$ cat src/rtl/motor_adc_pkg.sv
// motor_adc_pkg
// Shared definitions for the motor ADC sample-processing blocks.
//   ADC_BITS    : width of the unsigned ADC code carried in each stream beat
//   AXIS_DATA_W : width of the AXI4-Stream tdata bus on both sides
//   outState_t  : state of the single-entry averaged-output holding register
package motor_adc_pkg;

  localparam int ADC_BITS    = 12;
  localparam int AXIS_DATA_W = 16;

  // EMPTY means no averaged beat is waiting; FULL means one is offered downstream.
  typedef enum logic {
    EMPTY = 1'b0,
    FULL  = 1'b1
  } outState_t;

endpackage

$ cat src/rtl/ocp_monitor.sv
// ocp_monitor
// Over-threshold monitor on raw ADC samples. Counts consecutive accepted samples
// strictly above the threshold and latches a sticky fault once the run length
// reaches TRIP_COUNT.
// Ports:
//   clk, rst_n : clock and asynchronous active-low reset
//   accept     : a sample is being consumed this cycle
//   sample     : raw 12-bit ADC code of that sample
//   threshold  : trip level; a sample must exceed it to count
//   faultClr   : single-cycle clear of fault and run counter
//   fault      : latched over-threshold fault
module ocp_monitor
  import motor_adc_pkg::*;
#(
  parameter int TRIP_COUNT = 4
) (
  input  logic                clk,
  input  logic                rst_n,
  input  logic                accept,
  input  logic [ADC_BITS-1:0] sample,
  input  logic [ADC_BITS-1:0] threshold,
  input  logic                faultClr,
  output logic                fault
);

  localparam logic [3:0] TRIP_LIM = 4'(TRIP_COUNT);

  logic [3:0] tripCnt;
  logic       overThreshold;
  logic       tripEvent;
  logic [3:0] tripCntInc;

  // A trip is the accepted over-threshold sample that moves the run counter
  // from TRIP_COUNT-1 to TRIP_COUNT. Once saturated, further over-threshold
  // samples keep the counter pinned without re-triggering.
  always_comb begin
    overThreshold = sample > threshold;
    tripEvent     = accept && overThreshold && (tripCnt == TRIP_LIM - 4'd1);
    tripCntInc    = (tripCnt == TRIP_LIM) ? TRIP_LIM : tripCnt + 4'd1;
  end

  // The trip takes priority over a coinciding clear so a real overcurrent
  // event can never be masked by a clear pulse issued in the same cycle.
  always_ff @(posedge clk or negedge rst_n) begin
    if (!rst_n) begin
      tripCnt <= 4'd0;
      fault   <= 1'b0;
    end else if (tripEvent) begin
      tripCnt <= TRIP_LIM;
      fault   <= 1'b1;
    end else if (faultClr) begin
      tripCnt <= 4'd0;
      fault   <= 1'b0;
    end else if (accept) begin
      tripCnt <= overThreshold ? tripCntInc : 4'd0;
    end
  end

endmodule

$ cat src/rtl/adc_avg_ocp.sv
// adc_avg_ocp
// Decimating boxcar averager over 2^LOG2_AVG accepted ADC samples, with a
// parallel over-threshold (overcurrent) monitor on the raw samples.
// Ports:
//   clk, rst_n      : clock and asynchronous active-low reset
//   s_axis_*        : raw sample stream; tdata[11:0] is the ADC code, tlast ignored
//   m_axis_*        : averaged stream, one-beat packets, tdata = {4'b0, avg}
//   trip_threshold  : fault level, compared against every accepted sample
//   fault_clr       : single-cycle synchronous fault clear
//   fault           : latched over-threshold fault
module adc_avg_ocp
  import motor_adc_pkg::*;
#(
  parameter int LOG2_AVG   = 3,
  parameter int TRIP_COUNT = 4
) (
  input  logic                   clk,
  input  logic                   rst_n,
  input  logic [AXIS_DATA_W-1:0] s_axis_tdata,
  input  logic                   s_axis_tvalid,
  output logic                   s_axis_tready,
  input  logic                   s_axis_tlast,
  output logic [AXIS_DATA_W-1:0] m_axis_tdata,
  output logic                   m_axis_tvalid,
  input  logic                   m_axis_tready,
  output logic                   m_axis_tlast,
  input  logic [ADC_BITS-1:0]    trip_threshold,
  input  logic                   fault_clr,
  output logic                   fault
);

  localparam int ACC_W = ADC_BITS + LOG2_AVG;

  logic [ADC_BITS-1:0] sample;
  logic [ACC_W-1:0]    acc;
  logic [ACC_W-1:0]    windowSum;
  logic [LOG2_AVG-1:0] winCnt;
  logic                lastSlot;
  logic                accept;
  logic                lastAccept;
  outState_t           state;
  outState_t           nextState;
  logic                unusedInputs;

  assign unusedInputs = ^{s_axis_tlast, s_axis_tdata[AXIS_DATA_W-1:ADC_BITS]};

  // Only the closing sample of a window needs the output register, so only it
  // stalls while an averaged beat is still waiting downstream.
  always_comb begin
    sample        = s_axis_tdata[ADC_BITS-1:0];
    windowSum     = acc + ACC_W'(sample);
    lastSlot      = (winCnt == '1);
    s_axis_tready = !(lastSlot && m_axis_tvalid && !m_axis_tready);
    accept        = s_axis_tvalid && s_axis_tready;
    lastAccept    = accept && lastSlot;
  end

  // Accumulator is wide enough for a full window of max codes, so it never
  // wraps; it restarts from zero as the closing sample is folded into the beat.
  always_ff @(posedge clk or negedge rst_n) begin
    if (!rst_n) begin
      acc    <= '0;
      winCnt <= '0;
    end else if (lastAccept) begin
      acc    <= '0;
      winCnt <= '0;
    end else if (accept) begin
      acc    <= windowSum;
      winCnt <= winCnt + 1'b1;
    end
  end

  // The output data register only loads on a closing accept; that accept is
  // impossible while a beat is pending and not being taken, so data stays
  // stable for the whole time valid is held.
  always_ff @(posedge clk or negedge rst_n) begin
    if (!rst_n) begin
      m_axis_tdata <= '0;
    end else if (lastAccept) begin
      m_axis_tdata <= {{(AXIS_DATA_W-ADC_BITS){1'b0}}, windowSum[ACC_W-1:LOG2_AVG]};
    end
  end

  // Output holding-register state.
  always_ff @(posedge clk or negedge rst_n) begin
    if (!rst_n) begin
      state <= EMPTY;
    end else begin
      state <= nextState;
    end
  end

  // A new closing accept always leaves the register FULL, whether it was empty
  // or its previous beat is being taken in the same cycle.
  always_comb begin
    nextState     = state;
    m_axis_tvalid = 1'b0;
    case (state)
      EMPTY: begin
        if (lastAccept) nextState = FULL;
      end
      FULL: begin
        m_axis_tvalid = 1'b1;
        if (!lastAccept && m_axis_tready) nextState = EMPTY;
      end
      default: nextState = EMPTY;
    endcase
    m_axis_tlast = m_axis_tvalid;
  end

  ocp_monitor #(
    .TRIP_COUNT(TRIP_COUNT)
  ) uOcpMonitor (
    .clk      (clk),
    .rst_n    (rst_n),
    .accept   (accept),
    .sample   (sample),
    .threshold(trip_threshold),
    .faultClr (fault_clr),
    .fault    (fault)
  );

endmodule

$ cat config.mk
export PLATFORM = sky130hd
export DESIGN_NAME = adc_avg_ocp
export DESIGN_NICKNAME = d
export VERILOG_FILES = /design/src/rtl/motor_adc_pkg.sv /design/src/rtl/ocp_monitor.sv /design/src/rtl/adc_avg_ocp.sv
export SDC_FILE = /design/constraint.sdc
export NUM_CORES = 1
export LEC_CHECK = 0
export ABC_CLOCK_PERIOD_IN_PS = 2000
export BUFFER_PORTS_ARGS = -buffer_cell sky130_fd_sc_hd__buf_4
export CORE_ASPECT_RATIO = 1.75
export CORE_MARGIN = 2
export CORE_UTILIZATION = 49
export CTS_CLUSTER_DIAMETER = 120
export DETAILED_ROUTE_END_ITERATION = 10
export PLACE_DENSITY = 0.74
export SLEW_MARGIN = 20
export SYNTH_ARGS = -nofsm -noshare
export SYNTH_HDL_FRONTEND = slang
export SYNTH_SLANG_ARGS = --single-unit
$ cat constraint.sdc
create_clock -name clk -period 2 [get_ports clk]
set_input_delay 0.4 -clock clk [delete_from_list [all_inputs] [get_ports clk]]
set_output_delay 0.4 -clock clk [all_outputs]
set_load 0.1 [all_outputs]
==> flow_metrics.tcl, run 1 <==
set metrics [dict create \
    status "finished with violations" \
    violations "negative setup slack" \
    holdBufCountCts 0 \
    drtPass1Iterations 4 \
    crit_type "reg -> reg" \
    clock_latency_ns 0.29 \
    yosys_warnings 0 \
    synth_top_area_share_pct 36.1 \
    fmax_mhz 441 \
    die_h_um 98.4 \
    finalWorstSetupSlack_ns -0.266 \
    root_buffer "clkbuf_8" \
    rrSetupSlack_ns -0.27 \
    synth_seq_cells 36 \
    n_antenna_cell 0 \
    slew_viol_final 0 \
    ys_async_sr_fraction_pct 100 \
    path_max_fanout 3 \
    rr_startpoint "acc[0]" \
    dp_hpwl_mm 4.50 \
    grt_pass1_wl_mm 10.5 \
    synth_cell_types 55 \
    clock_path_buffers 2 \
    seq_power_share_pct 22.9 \
    rsz0062_at_grt "yes" \
    area_delta_synth_final_pct 41.4 \
    pwr-share-clk_pct 9.2 \
    fin_tns_setup_ns -2.12 \
    regArea_um2 905 \
    synthCells 266 \
    power_switching_mw 2.78 \
    nNetsFinal 417 \
    dieArea_mm2 0.00570 \
    ys_top_cells_by_area "dfrtp_1 36%, ha_1 14%, nand2_1 5.4%" \
    drive_gt1_share_pct 40.3 \
    synth_common_cells "36 x dfrtp_1, 36 x nand2_1, 28 x ha_1" \
    r2r-end "acc[14]" \
    cts_tree "built" \
    numClockSinks 36 \
    holdCritPathClass "in -> async" \
    antenna_found_initial 0 \
    std_cell_rows 34 \
    syn_area_mm2 0.00249 \
    period_needed_ns 2.27 \
    route.detailed.drc 0 \
    via_per_inst 5.71 \
    use_met1_pct 25.6 \
    io_pins 54 \
    ys_seq_area_share_pct 36.1 \
    start_util_pct 50.5 \
    die_x_um 57.9 \
    skew_ns 0.00917 \
    period_share_pct 113 \
    dp_worst_setup_slack_ns -0.359 \
    htreeDepth 2 \
    clk_pin_slew_worst_paths_ns 0.08 \
    ir_drop_mv 1.42 \
    intPower_mw 2.80 \
    synth_edf_count 0 \
    track_usage_pct 23.6 \
    tightestPinTransition_ns 0.684 \
    routed_wl_mm 6.69 \
    yosysTopAreaCell "dfrtp_1" \
    use_met2_pct 42.9 \
    gr-total-overflow 0 \
    setup_viol 11 \
    core_area_mm2 0.00493 \
    portBuffers 44 \
    dr.first_iter.drc_count 81 \
    ff2ff_path_depth 9 \
    vias 2334 \
    syn_avg_cell_area_um2 9.37 \
    wl_per_cell_um 16.3 \
    cp_data_required_time_ns 2.18 \
    ys.flop_type "dfrtp_1" \
    startpoint_type "flop" \
    cts_made_buffers 5 \
    place.gp.congestion 0.912 \
    ant_nets 0 \
    p_sw_share_pct 49.8 \
    power_density_mw_per_mm2 1580 \
    use_met3_pct 3.58 \
    cp.arrival_ns 2.45 \
    grt_pass1_vias 2381 \
    slew_headroom_pct 53.9 \
    end_kind "flop" \
    multi_input_area_mm2 0.00170 \
    p_comb_share_pct 67.8 \
    nFillCells 366 \
    grt-busiest-layer "met2" \
    hold_violations 0 \
    grt_start_max_net_pins 37 \
    p_leak_nw 1.70 \
    drv_cap 0 \
]
cell families (layout without fill, tap and decap cells):
family          Yosys count  after routing  synth area share, %
fa+ha+maj                29             29                 14.9
flops                    36             36                 36.1
xor+xnor                  7              7                 2.46
buf+inv                  34            120                 5.87
simple gates             86             86                 17.3
other cells               1              4                0.150
mux                       6              6                 2.66
compound gates           67             67                 20.6
cell usage in the layout (no fill, tap or decap), types with 4 or more instances in the layout:
cell and count:
a22o_1 5, nor2_1 10, o31ai_1 5, nand2_1 34, ha_4 6, conb_1 4
dfrtp_1 35, ha_1 19, inv_1 22, buf_4 86, a21o_1 6, o21ai_0 5
o21a_1 4, a21oi_2 4, a21oi_1 11, clkbuf_8 5, nand3_1 6
routing by layer:
metal  share of wire [%]  up-vias  wire, um
met5                   0        -         0
met4                 3.4        0       225
met3                 3.7       20       249
met2                  56       74      3710
met1                  37     1125      2500
li1                    -     1115         -
cell type report:
cell class,instances,area share (%)
clock buffers,6,2.06
clock inverters,2,0.355
inverters,23,2.45
multi-input cells,199,48.3
flip-flops and latches,36,25.6
well taps,54,1.92
repair buffers,89,19.3
registers in the layout, summed over array words and instances (netlist names):
name and cells:
acc 15, m_axis_tdata 12, uOcpMonitor.tripCnt 4, winCnt 3, uOcpMonitor.fault 1, state 1
how the worst max path moves through the flow:
stage / cells past startpoint / end / from / slack (ns)
after floorplan: 6 / acc[14] / state / -0.40
after detailed placement: 10 / acc[14] / s_axis_tdata[0] / -0.36
after global routing: 9 / acc[14] / acc[0] / -0.35
after global placement: 10 / acc[14] / s_axis_tdata[0] / -0.30
after CTS: 9 / acc[14] / acc[0] / -0.15
final: 9 / acc[14] / acc[0] / -0.27
power groups by stage:
stage          clock network, mW  registers, mW  logic (mW)
2_1_floorplan                  0           2.07        1.52
3_3_place_gp                   0           1.24        3.11
3_5_place_dp                   0           1.25        3.19
4_1_cts                    0.523           1.27        3.50
5_1_grt                    0.555           1.32        4.02
6_report                   0.516           1.28        3.79
metrics by stage:
step	util, %	hold slack (ns)	total power, mW	area (um^2)	cells
after floorplan	-	0.104	3.58	2570	269
after global placement	63.4	0.385	4.35	3130	388
after detailed placement	63.4	0.396	4.44	3130	388
after CTS	69.1	0.0711	5.29	3410	402
after global routing	71.5	0.0885	5.89	3530	409
final	71.5	0.0635	5.58	3530	409
worst max-delay path, cell delays in order (launching register included):
cell	delay, ns
dfrtp_1	0.36
ha_2	0.20
inv_2	0.05
fa_2	0.36
nor2b_2	0.15
o31a_1	0.32
a2111oi_4	0.14
nor3_2	0.25
nor3b_2	0.07
a221o_1	0.26
timing repair:
action / CTS / global route
buffers inserted: 6 / 7
setup endpoints to repair: 16 / 17
resized for setup: 23 / 13
gates cloned: 0 / 0
pin swaps: 22 / 26
(Power assumes the default switching activity.)
==> run 2: changes to the inputs <==
- ABC_CLOCK_PERIOD_IN_PS: 2000 -> not set
- CORE_UTILIZATION: 49 -> 35
- PLACE_DENSITY: 0.74 -> 0.53
- clock period: 2 -> 2.6 ns (I/O delays scaled with it)
==> run 2 against run 1 <==
The flow now finishes without violations. Wire length down 12%. Sequential cell count stayed put. Clock power rose by 12%. Die area up 38%. Sequential power shrank 26%. Worst hold slack gained 0.14 ns. Sequential share of layout area increased by 3.9 points. Final cell count decreased by 2.4%. Global-route usage decreased by 7.0 points. Design area is 13% lower.
==> flow_metrics.tcl, run 2 (synthesized netlist as in run 1, its figures left out) <==
set metrics [dict create \
    skew_ns 0.00364 \
    ff2ff_path_depth 9 \
    period_needed_ns 2.24 \
    portBuffers 44 \
    grt_pass1_vias 1982 \
    std_cell_rows 40 \
    vias 2028 \
    ant_nets 0 \
    dieArea_mm2 0.00784 \
    fin_tns_setup_ns 0 \
    largest_reg_flops 15 \
    power_density_mw_per_mm2 1220 \
    die_x_um 67.8 \
    cts_made_buffers 5 \
    layout_commonest_cell "buf_4" \
    holdCritPathClass "in -> async" \
    status "finished, final reports clean" \
    drive_gt1_share_pct 22.9 \
    track_usage_pct 16.6 \
    p_leak_nw 1.50 \
    wl_per_cell_um 14.8 \
    dp_hpwl_mm 4.63 \
    clock_latency_ns 0.28 \
    clk_pin_slew_worst_paths_ns 0.06 \
    htreeDepth 2 \
    dr.first_iter.drc_count 40 \
    drv_cap 0 \
    cp.arrival_ns 2.41 \
    io_pins 54 \
    die_h_um 116 \
    grt_pass1_wl_mm 9.51 \
    route.detailed.drc 0 \
    nNetsFinal 378 \
    place.gp.congestion 0.818 \
    gr-total-overflow 0 \
    top_register "acc" \
    startpoint_type "flop" \
    slew_headroom_pct 57.8 \
    start_util_pct 36.1 \
    core_area_mm2 0.00691 \
    multi_input_area_mm2 0.00146 \
    tightestPinTransition_ns 0.631 \
    p_total_mw 3.74 \
    crit_type "reg -> reg" \
    reg_top3 "acc (15), m_axis_tdata (12), uOcpMonitor.tripCnt (4)" \
    drtPass1Iterations 4 \
    setup_viol 0 \
    nFillCells 692 \
    holdBufCountCts 0 \
    cts_tree "built" \
    post_cts_resized 0 \
    fmax_mhz 447 \
    root_buffer "clkbuf_16" \
    post_cts_buffers 0 \
    area_delta_synth_final_pct 22.8 \
    dp_worst_setup_slack_ns 0.0814 \
    hold_violations 0 \
    end_kind "flop" \
    ir_drop_mv 0.594 \
    grt_start_max_net_pins 37 \
    slew_viol_final 0 \
    path_max_fanout 4 \
    finalWorstSetupSlack_ns 0.363 \
    regArea_um2 905 \
    period_share_pct 86.0 \
    via_per_inst 5.08 \
    layout_common_cells "50 x buf_4, 36 x nand2_1, 35 x dfrtp_1" \
    rsz0062_at_grt "no" \
    antenna_found_initial 0 \
    clock_path_buffers 2 \
    numClockSinks 36 \
    cp_data_required_time_ns 2.77 \
    n_antenna_cell 0 \
    routed_wl_mm 5.90 \
]
## run 2: changes by cell type in the layout (fill, tap and decap cells not counted), sizes merged
cell and delta:
clkinvlp -1, buf -39
## run 2: layout make-up
type | instances | area share (%)
Tap cell | 84 | 3.43
Multi-Input combinational cell | 199 | 47.6
Clock inverter | 1 | 0.163
Inverter | 23 | 2.82
Sequential cell | 36 | 29.5
Timing Repair Buffer | 50 | 12.3
Clock buffer | 6 | 4.21
## run 2: per-stage QoR
stage	instance area, um^2	instances	hold slack, ns	util [%]
detailed placement	2930	392	0.463	42.4
CTS	3060	399	0.214	44.3
floorplan	2510	269	0.224	-
global placement	2930	392	0.459	42.4
global route	3060	399	0.230	44.3
finish	3060	399	0.204	44.3
## run 2: path summary, 6_finish.rpt
kind                            startpoint  slack, ns                endpoint
worst max register to register      acc[0]       0.36                 acc[14]
min in group clk                 fault_clr       0.43  uOcpMonitor.tripCnt[3]
worst min-delay path                 rst_n       0.20               winCnt[2]
worst max-delay path                acc[0]       0.36                 acc[14]
worst min register to register      acc[0]       0.48                  acc[0]
max in group asynchronous            rst_n       2.03                   state
## run 2: power by group
group	switching (mW)	internal, mW	leakage (nW)	total [mW]
registers	0.148	0.795	0.444	0.943
logic	1.48	0.743	0.992	2.22
clock network	0.228	0.348	0.0667	0.576
total	1.85	1.89	1.50	3.74
## run 2: layer usage
layer / part of all wire (%) / wire length [um] / GRT usage [%] / up-vias
met1: 39 / 2320 / 18.2 / 939
met5: 0 / 0 / 0 / -
met2: 54 / 3160 / 29.5 / 40
met3: 4.5 / 267 / 3.69 / 10
li1: - / - / - / 1039
met4: 2.5 / 146 / 8.00 / 0
## run 2: critical path: stages (launching register included)
cell       delay [ns]
dfrtp_1          0.34
ha_1             0.16
inv_1            0.05
fa_1             0.38
nor2b_1          0.16
o31a_1           0.28
a2111oi_4        0.12
nor3_2           0.28
nor3b_1          0.08
a221o_1          0.26
